--- src/rtl/fifo_pkg.sv ---
//==========================================================================
// Module : fifo_pkg
// Brief  : Shared state encoding and width helper for the FIFO write arbiter.
// Rev    : 1.0  initial release
//==========================================================================
`default_nettype none

package fifo_pkg;

   typedef enum logic [0:0] {
      ARB_IDLE  = 1'b0,
      ARB_BURST = 1'b1
   } arb_state_t;

   // Index width that stays at least one bit wide for a single requester.
   function automatic int clog2_min1(input int n);
      return (n <= 2) ? 1 : $clog2(n);
   endfunction

endpackage

`default_nettype wire

--- src/rtl/fifo_wr_arbiter_rr_pick.sv ---
//==========================================================================
// Module : rr_pick
// Brief  : Combinational round-robin picker; first set request above i_ptr.
// Rev    : 1.0  initial release
//==========================================================================
`default_nettype none

module rr_pick
   import fifo_pkg::*;
#(
   parameter int NUM_REQ = 4
) (
   input  logic [NUM_REQ-1:0]               i_req,
   input  logic [clog2_min1(NUM_REQ)-1:0]   i_ptr,
   output logic                             o_found,
   output logic [clog2_min1(NUM_REQ)-1:0]   o_idx
);

   localparam int c_iw = clog2_min1(NUM_REQ);

   logic            w_found_hi;
   logic [c_iw-1:0] w_idx_hi;
   logic [c_iw-1:0] w_idx_lo;

   // Descending scan so the lowest qualifying index is the one left standing;
   // with nothing above the pointer the search wraps to the lowest request.
   always_comb begin
      o_found    = 1'b0;
      w_found_hi = 1'b0;
      w_idx_hi   = '0;
      w_idx_lo   = '0;
      for (int i = NUM_REQ - 1; i >= 0; i--) begin
         if (i_req[i]) begin
            o_found  = 1'b1;
            w_idx_lo = c_iw'(i);
            if (i > int'(i_ptr)) begin
               w_found_hi = 1'b1;
               w_idx_hi   = c_iw'(i);
            end
         end
      end
      o_idx = w_found_hi ? w_idx_hi : w_idx_lo;
   end

endmodule

`default_nettype wire

--- src/rtl/fifo_wr_arbiter.sv ---
//==========================================================================
// Module : fifo_wr_arbiter
// Brief  : Round-robin, burst-based sharing of one async FIFO write port.
// Rev    : 1.0  initial release
//==========================================================================
`default_nettype none

module fifo_wr_arbiter
   import fifo_pkg::*;
#(
   parameter int DATA_WIDTH   = 8,
   parameter int NUM_REQ      = 4,
   parameter int MAX_BURST    = 4,
   parameter int IDLE_TIMEOUT = 8
) (
   input  logic                             wr_clk,
   input  logic                             wr_rst,
   input  logic [NUM_REQ-1:0]               req_valid,
   input  logic [NUM_REQ*DATA_WIDTH-1:0]    req_data,
   input  logic [NUM_REQ-1:0]               req_last,
   output logic [NUM_REQ-1:0]               req_ready,
   input  logic                             fifo_full,
   output logic                             fifo_wr_en,
   output logic [DATA_WIDTH-1:0]            fifo_wr_data,
   output logic [clog2_min1(NUM_REQ)-1:0]   grant_id,
   output logic                             grant_active
);

   localparam int c_gw = clog2_min1(NUM_REQ);
   localparam int c_bw = $clog2(MAX_BURST + 1);
   localparam int c_iw = $clog2(IDLE_TIMEOUT + 1);

   arb_state_t      r_state,    w_state_nxt;
   logic [c_gw-1:0] r_grant_id, w_grant_nxt;
   logic [c_gw-1:0] r_rr_ptr,   w_rr_nxt;
   logic [c_bw-1:0] r_beat_cnt, w_beat_nxt;
   logic [c_iw-1:0] r_idle_cnt, w_idle_nxt;

   logic            w_pick_found;
   logic [c_gw-1:0] w_pick_idx;
   logic            w_burst;
   logic            w_sel_valid;
   logic            w_sel_last;
   logic [DATA_WIDTH-1:0] w_sel_data;
   logic            w_xfer;

   rr_pick #(
      .NUM_REQ (NUM_REQ)
   ) u_rr_pick (
      .i_req   (req_valid),
      .i_ptr   (r_rr_ptr),
      .o_found (w_pick_found),
      .o_idx   (w_pick_idx)
   );

   always_comb begin
      w_sel_valid = 1'b0;
      w_sel_last  = 1'b0;
      w_sel_data  = '0;
      for (int i = 0; i < NUM_REQ; i++) begin
         if (r_grant_id == c_gw'(i)) begin
            w_sel_valid = req_valid[i];
            w_sel_last  = req_last[i];
            w_sel_data  = req_data[i*DATA_WIDTH +: DATA_WIDTH];
         end
      end
   end

   assign w_burst = (r_state == ARB_BURST);
   assign w_xfer  = w_burst & w_sel_valid & ~fifo_full;

   always_ff @(posedge wr_clk or posedge wr_rst) begin
      if (wr_rst) begin
         r_state    <= ARB_IDLE;
         r_grant_id <= '0;
         r_rr_ptr   <= c_gw'(NUM_REQ - 1);
         r_beat_cnt <= '0;
         r_idle_cnt <= '0;
      end else begin
         r_state    <= w_state_nxt;
         r_grant_id <= w_grant_nxt;
         r_rr_ptr   <= w_rr_nxt;
         r_beat_cnt <= w_beat_nxt;
         r_idle_cnt <= w_idle_nxt;
      end
   end

   always_comb begin
      w_state_nxt  = r_state;
      w_grant_nxt  = r_grant_id;
      w_rr_nxt     = r_rr_ptr;
      w_beat_nxt   = r_beat_cnt;
      w_idle_nxt   = r_idle_cnt;
      req_ready    = '0;
      fifo_wr_en   = w_xfer;
      fifo_wr_data = w_burst ? w_sel_data : '0;
      grant_id     = r_grant_id;
      grant_active = w_burst;

      case (r_state)
         ARB_IDLE: begin
            w_beat_nxt = '0;
            w_idle_nxt = '0;
            if (w_pick_found) begin
               w_grant_nxt = w_pick_idx;
               w_state_nxt = ARB_BURST;
            end
         end
         ARB_BURST: begin
            for (int i = 0; i < NUM_REQ; i++) begin
               req_ready[i] = (r_grant_id == c_gw'(i)) && !fifo_full;
            end
            if (w_xfer) begin
               w_beat_nxt = r_beat_cnt + c_bw'(1);
               w_idle_nxt = '0;
               if (w_sel_last || (r_beat_cnt == c_bw'(MAX_BURST - 1))) begin
                  w_rr_nxt    = r_grant_id;
                  w_state_nxt = ARB_IDLE;
               end
            end else if (!fifo_full) begin
               // Only genuine source idleness counts; full stalls freeze the count.
               if (r_idle_cnt < c_iw'(IDLE_TIMEOUT)) begin
                  w_idle_nxt = r_idle_cnt + c_iw'(1);
               end
               if (r_idle_cnt >= c_iw'(IDLE_TIMEOUT - 1)) begin
                  w_rr_nxt    = r_grant_id;
                  w_state_nxt = ARB_IDLE;
               end
            end
         end
         default: w_state_nxt = ARB_IDLE;
      endcase
   end

endmodule

`default_nettype wire

--- config.mk ---
export PLATFORM = sky130hd
export DESIGN_NAME = fifo_wr_arbiter
export DESIGN_NICKNAME = d
export VERILOG_FILES = /design/src/rtl/fifo_pkg.sv /design/src/rtl/fifo_wr_arbiter_rr_pick.sv /design/src/rtl/fifo_wr_arbiter.sv
export SDC_FILE = /design/constraint.sdc
export NUM_CORES = 1
export LEC_CHECK = 0
export ABC_AREA = 0
export CORE_AREA = 2 2 56 58
export CTS_CLUSTER_DIAMETER = 60
export DETAILED_ROUTE_END_ITERATION = 10
export DIE_AREA = 0 0 58 60
export HOLD_SLACK_MARGIN = 0.06
export PLACE_DENSITY = 0.77
export SLEW_MARGIN = 15
export SYNTH_ARGS = -nofsm -noshare
export SYNTH_HDL_FRONTEND = slang
export SYNTH_SLANG_ARGS = --single-unit
--- constraint.sdc ---
create_clock -name wr_clk -period 5.04 [get_ports wr_clk]
set_input_delay 0.756 -clock wr_clk [delete_from_list [all_inputs] [get_ports wr_clk]]
set_output_delay 0.756 -clock wr_clk [all_outputs]
set_load 0.03 [all_outputs]
==> flow_summary.toml <==
[outcome]
outcome = "finished, final reports clean"

[synth]
synth_area_mm2 = 0.00104
ys_types = 37
yosysTopAreaCell = "dfrtp_1"
synthCells = 102
syn_area_per_cell_um2 = 10.2
seq_area_frac_synth_pct = 29.1
synth_top_cell_area_share_pct = 24.0
yosys-top-cells-area = "dfrtp_1, mux4_1, mux4_2"
yosysWarnings = 0
synth-seq-cells = 12
syn-num-nets = 148

[clocking]
worstSkewPairLatency_ns = 0.27
cts_tree = "built"
clk_pin_slew_worst_paths_ns = 0.08
ctsResizeCount = 0
cts.sinks = 12
htreeDepth = 1
ctsHoldBuffers = 0
cts_setup_buffers = 0
cts_root_buf = "clkbuf_4"
clockBufferDepth = 2
cts-buffers-inserted = 3

[timing]
fmax_mhz = 291
period_share_pct = 68.3
fin_crit_ns = 3.44
hold_viol = 0
fin_setup_tns_ns = 0
rsz0062_at_grt = "false"
setup_viol = 0
drv_slew = 0
tightest_slew_ns = 0.712
slew_headroom_pct = 52.6
fin_skew_ns = 0.00418

[setup_path]
worstReg2RegStart = "grant_id[0]"
critical_path_arrival_ns = 2.68
endpoint_kind = "output pin"
setup.worst_path.start = "req_valid[3]"
startpoint_type = "input pin"
worst-setup-path-type = "input pin to output pin"
crit_fanout = 10
crit_required_ns = 4.28

[grt]
grt_max_degree = 25
grt-ovfl-total = 0
grt_pass1_wl_mm = 4.44
antenna_found_initial = 0
grt.total_usage_pct = 16.7
grt_pass1_vias = 999

[place]
port_buffers = 58
place_congestion = 0.760
hpwl_mm = 2.24

[power_and_ir_drop]
p_int_mw = 0.444
combPwrFrac_pct = 62.9
share_seq_of_total_power_pct = 27.6
vdd_ir_drop_max_mv = 0.306
power_frac_clock_pct = 9.5
leakage_nw = 0.671
p_total_mw = 0.798
p_sw_mw = 0.353
swShare_pct = 44.3
powerDensity_mw_per_mm2 = 480

[final_layout]
final_cell_mix = "clkdlybuf4s50_1, and2_1, dfrtp_1, nand2_1, nor2_1"
antennaDiodeCount = 0
drive_gt1_share_pct = 9.62
final_util_pct = 57.2
synthToLayoutAreaGrowth_pct = 59.6
layout_commonest_cell = "clkdlybuf4s50_1"
fin_nets = 203

[drt]
wl_mm = 2.75
vias_per_cell = 5.43
dr.first_iter.drc_count = 29
post-route-drc-count = 0
detail-route-antenna-nets = 0
post_drt_wl_per_cell_um = 14.6
drtPass1Iterations = 4
vias = 1026

[floorplanning]
fp.dieW_um = 58
initial_core_util_pct = 35.9
rows = 20
pin_count = 59
core_area_mm2 = 0.00290
die_y_um = 60
die_area_mm2 = 0.00348

[run]
maxCapViolCount = 0

[hold_path]
hold_path_class = "register to register"
min_from = "r_beat_cnt[1]"
[routing by layer]
metal	vias up	track usage [%]	part of all wire [%]
li1	488	-	-
met5	-	0	0
met2	51	28.2	50
met4	0	3.99	0.36
met1	485	20.2	40
met3	2	6.28	9.3
[stage by stage]
stage / cells / setup WS (ns) / hold slack [ns] / cell area [µm²]
2_1_floorplan: 102 / 2.44 / 0.471 / 1040
3_3_place_gp: 185 / 1.65 / 0.488 / 1630
3_5_place_dp: 185 / 1.60 / 0.512 / 1630
4_1_cts: 189 / 1.60 / 0.530 / 1660
5_1_grt: 189 / 1.53 / 0.575 / 1660
6_report: 189 / 1.60 / 0.526 / 1660
[power groups by stage]
stage | combinational (mW) | clock (mW) | sequential, mW
4_1_cts | 0.505 | 0.0780 | 0.220
3_5_place_dp | 0.503 | 0 | 0.222
2_1_floorplan | 0.367 | 0 | 0.178
6_report | 0.502 | 0.0760 | 0.220
3_3_place_gp | 0.498 | 0 | 0.220
5_1_grt | 0.540 | 0.0829 | 0.232
[sequential cells by signal, summed over array words and instances (netlist names)]
name,flops
r_idle_cnt,4
r_beat_cnt,3
r_rr_ptr,2
grant_active,1
grant_id,2
[synth_stat cells]
| cell | n |
|---|---|
| and2_1 | 10 |
| dfrtp_1 | 10 |
| nand2_1 | 8 |
| clkbuf_1 | 7 |
| nor2_1 | 7 |
| inv_1 | 5 |
| mux4_1 | 5 |
| mux4_2 | 5 |
| o21ai_0 | 5 |
| a21oi_1 | 4 |
| ha_1 | 3 |
| nand3_1 | 3 |
| and3_1 | 2 |
| dfstp_2 | 2 |
| mux2_1 | 2 |
| nor2b_1 | 2 |
| o31ai_1 | 2 |
| a211oi_2 | 1 |
| a21boi_0 | 1 |
| a22oi_1 | 1 |
| a31oi_1 | 1 |
| buf_6 | 1 |
| mux2i_1 | 1 |
| nand2b_1 | 1 |
| nand3b_1 | 1 |
| nand4b_1 | 1 |
| nor3_1 | 1 |
| nor3_2 | 1 |
| nor3b_2 | 1 |
| nor4_1 | 1 |
| o211ai_1 | 1 |
| o21a_1 | 1 |
| o221a_2 | 1 |
| o41ai_1 | 1 |
| or2b_1 | 1 |
| or4_1 | 1 |
| xnor2_1 | 1 |
[cell type report]
| cell class | count | area (µm²) |
|---|---|---|
| tap | 33 | 41.3 |
| multi-input combinational | 77 | 682 |
| timing repair buffer | 58 | 581 |
| clock buffer | 4 | 36.3 |
| fill | 248 | 1240 |
| inverter | 5 | 18.8 |
| sequential | 12 | 303 |
[cells by family (layout without fill, tap and decap cells)]
kind of cell               count (synthesis)  in the layout  synth area share (%)
AOI/OAI and AO/OA                         19             19                  12.4
xor gates and xnor gates                   1              1                 0.841
adders and majority gates                  3              3                  3.61
buffers and inverters                     13             67                  5.41
DFF                                       12             12                  29.1
muxes                                     13             13                  26.6
and+or+nand+nor                           41             41                  22.1
[worst paths after layout]
check	to	slack [ns]	cells past startpoint
min in group asynchronous	r_idle_cnt[2]	0.78	2
setup reg to reg	r_rr_ptr[0]	2.62	4
hold reg to reg	r_beat_cnt[1]	0.53	2
setup / recovery	fifo_wr_en	1.60	5
hold / removal	r_beat_cnt[1]	0.53	2
max in group asynchronous	r_rr_ptr[0]	3.92	2
[critical path: stages]
cell and delay [ns]:
clkdlybuf4s50_1 0.50, mux4_2 0.62, nand2_1 0.16, inv_1 0.05, clkdlybuf4s50_1 0.59
Power figures use the tool's default switching activity.
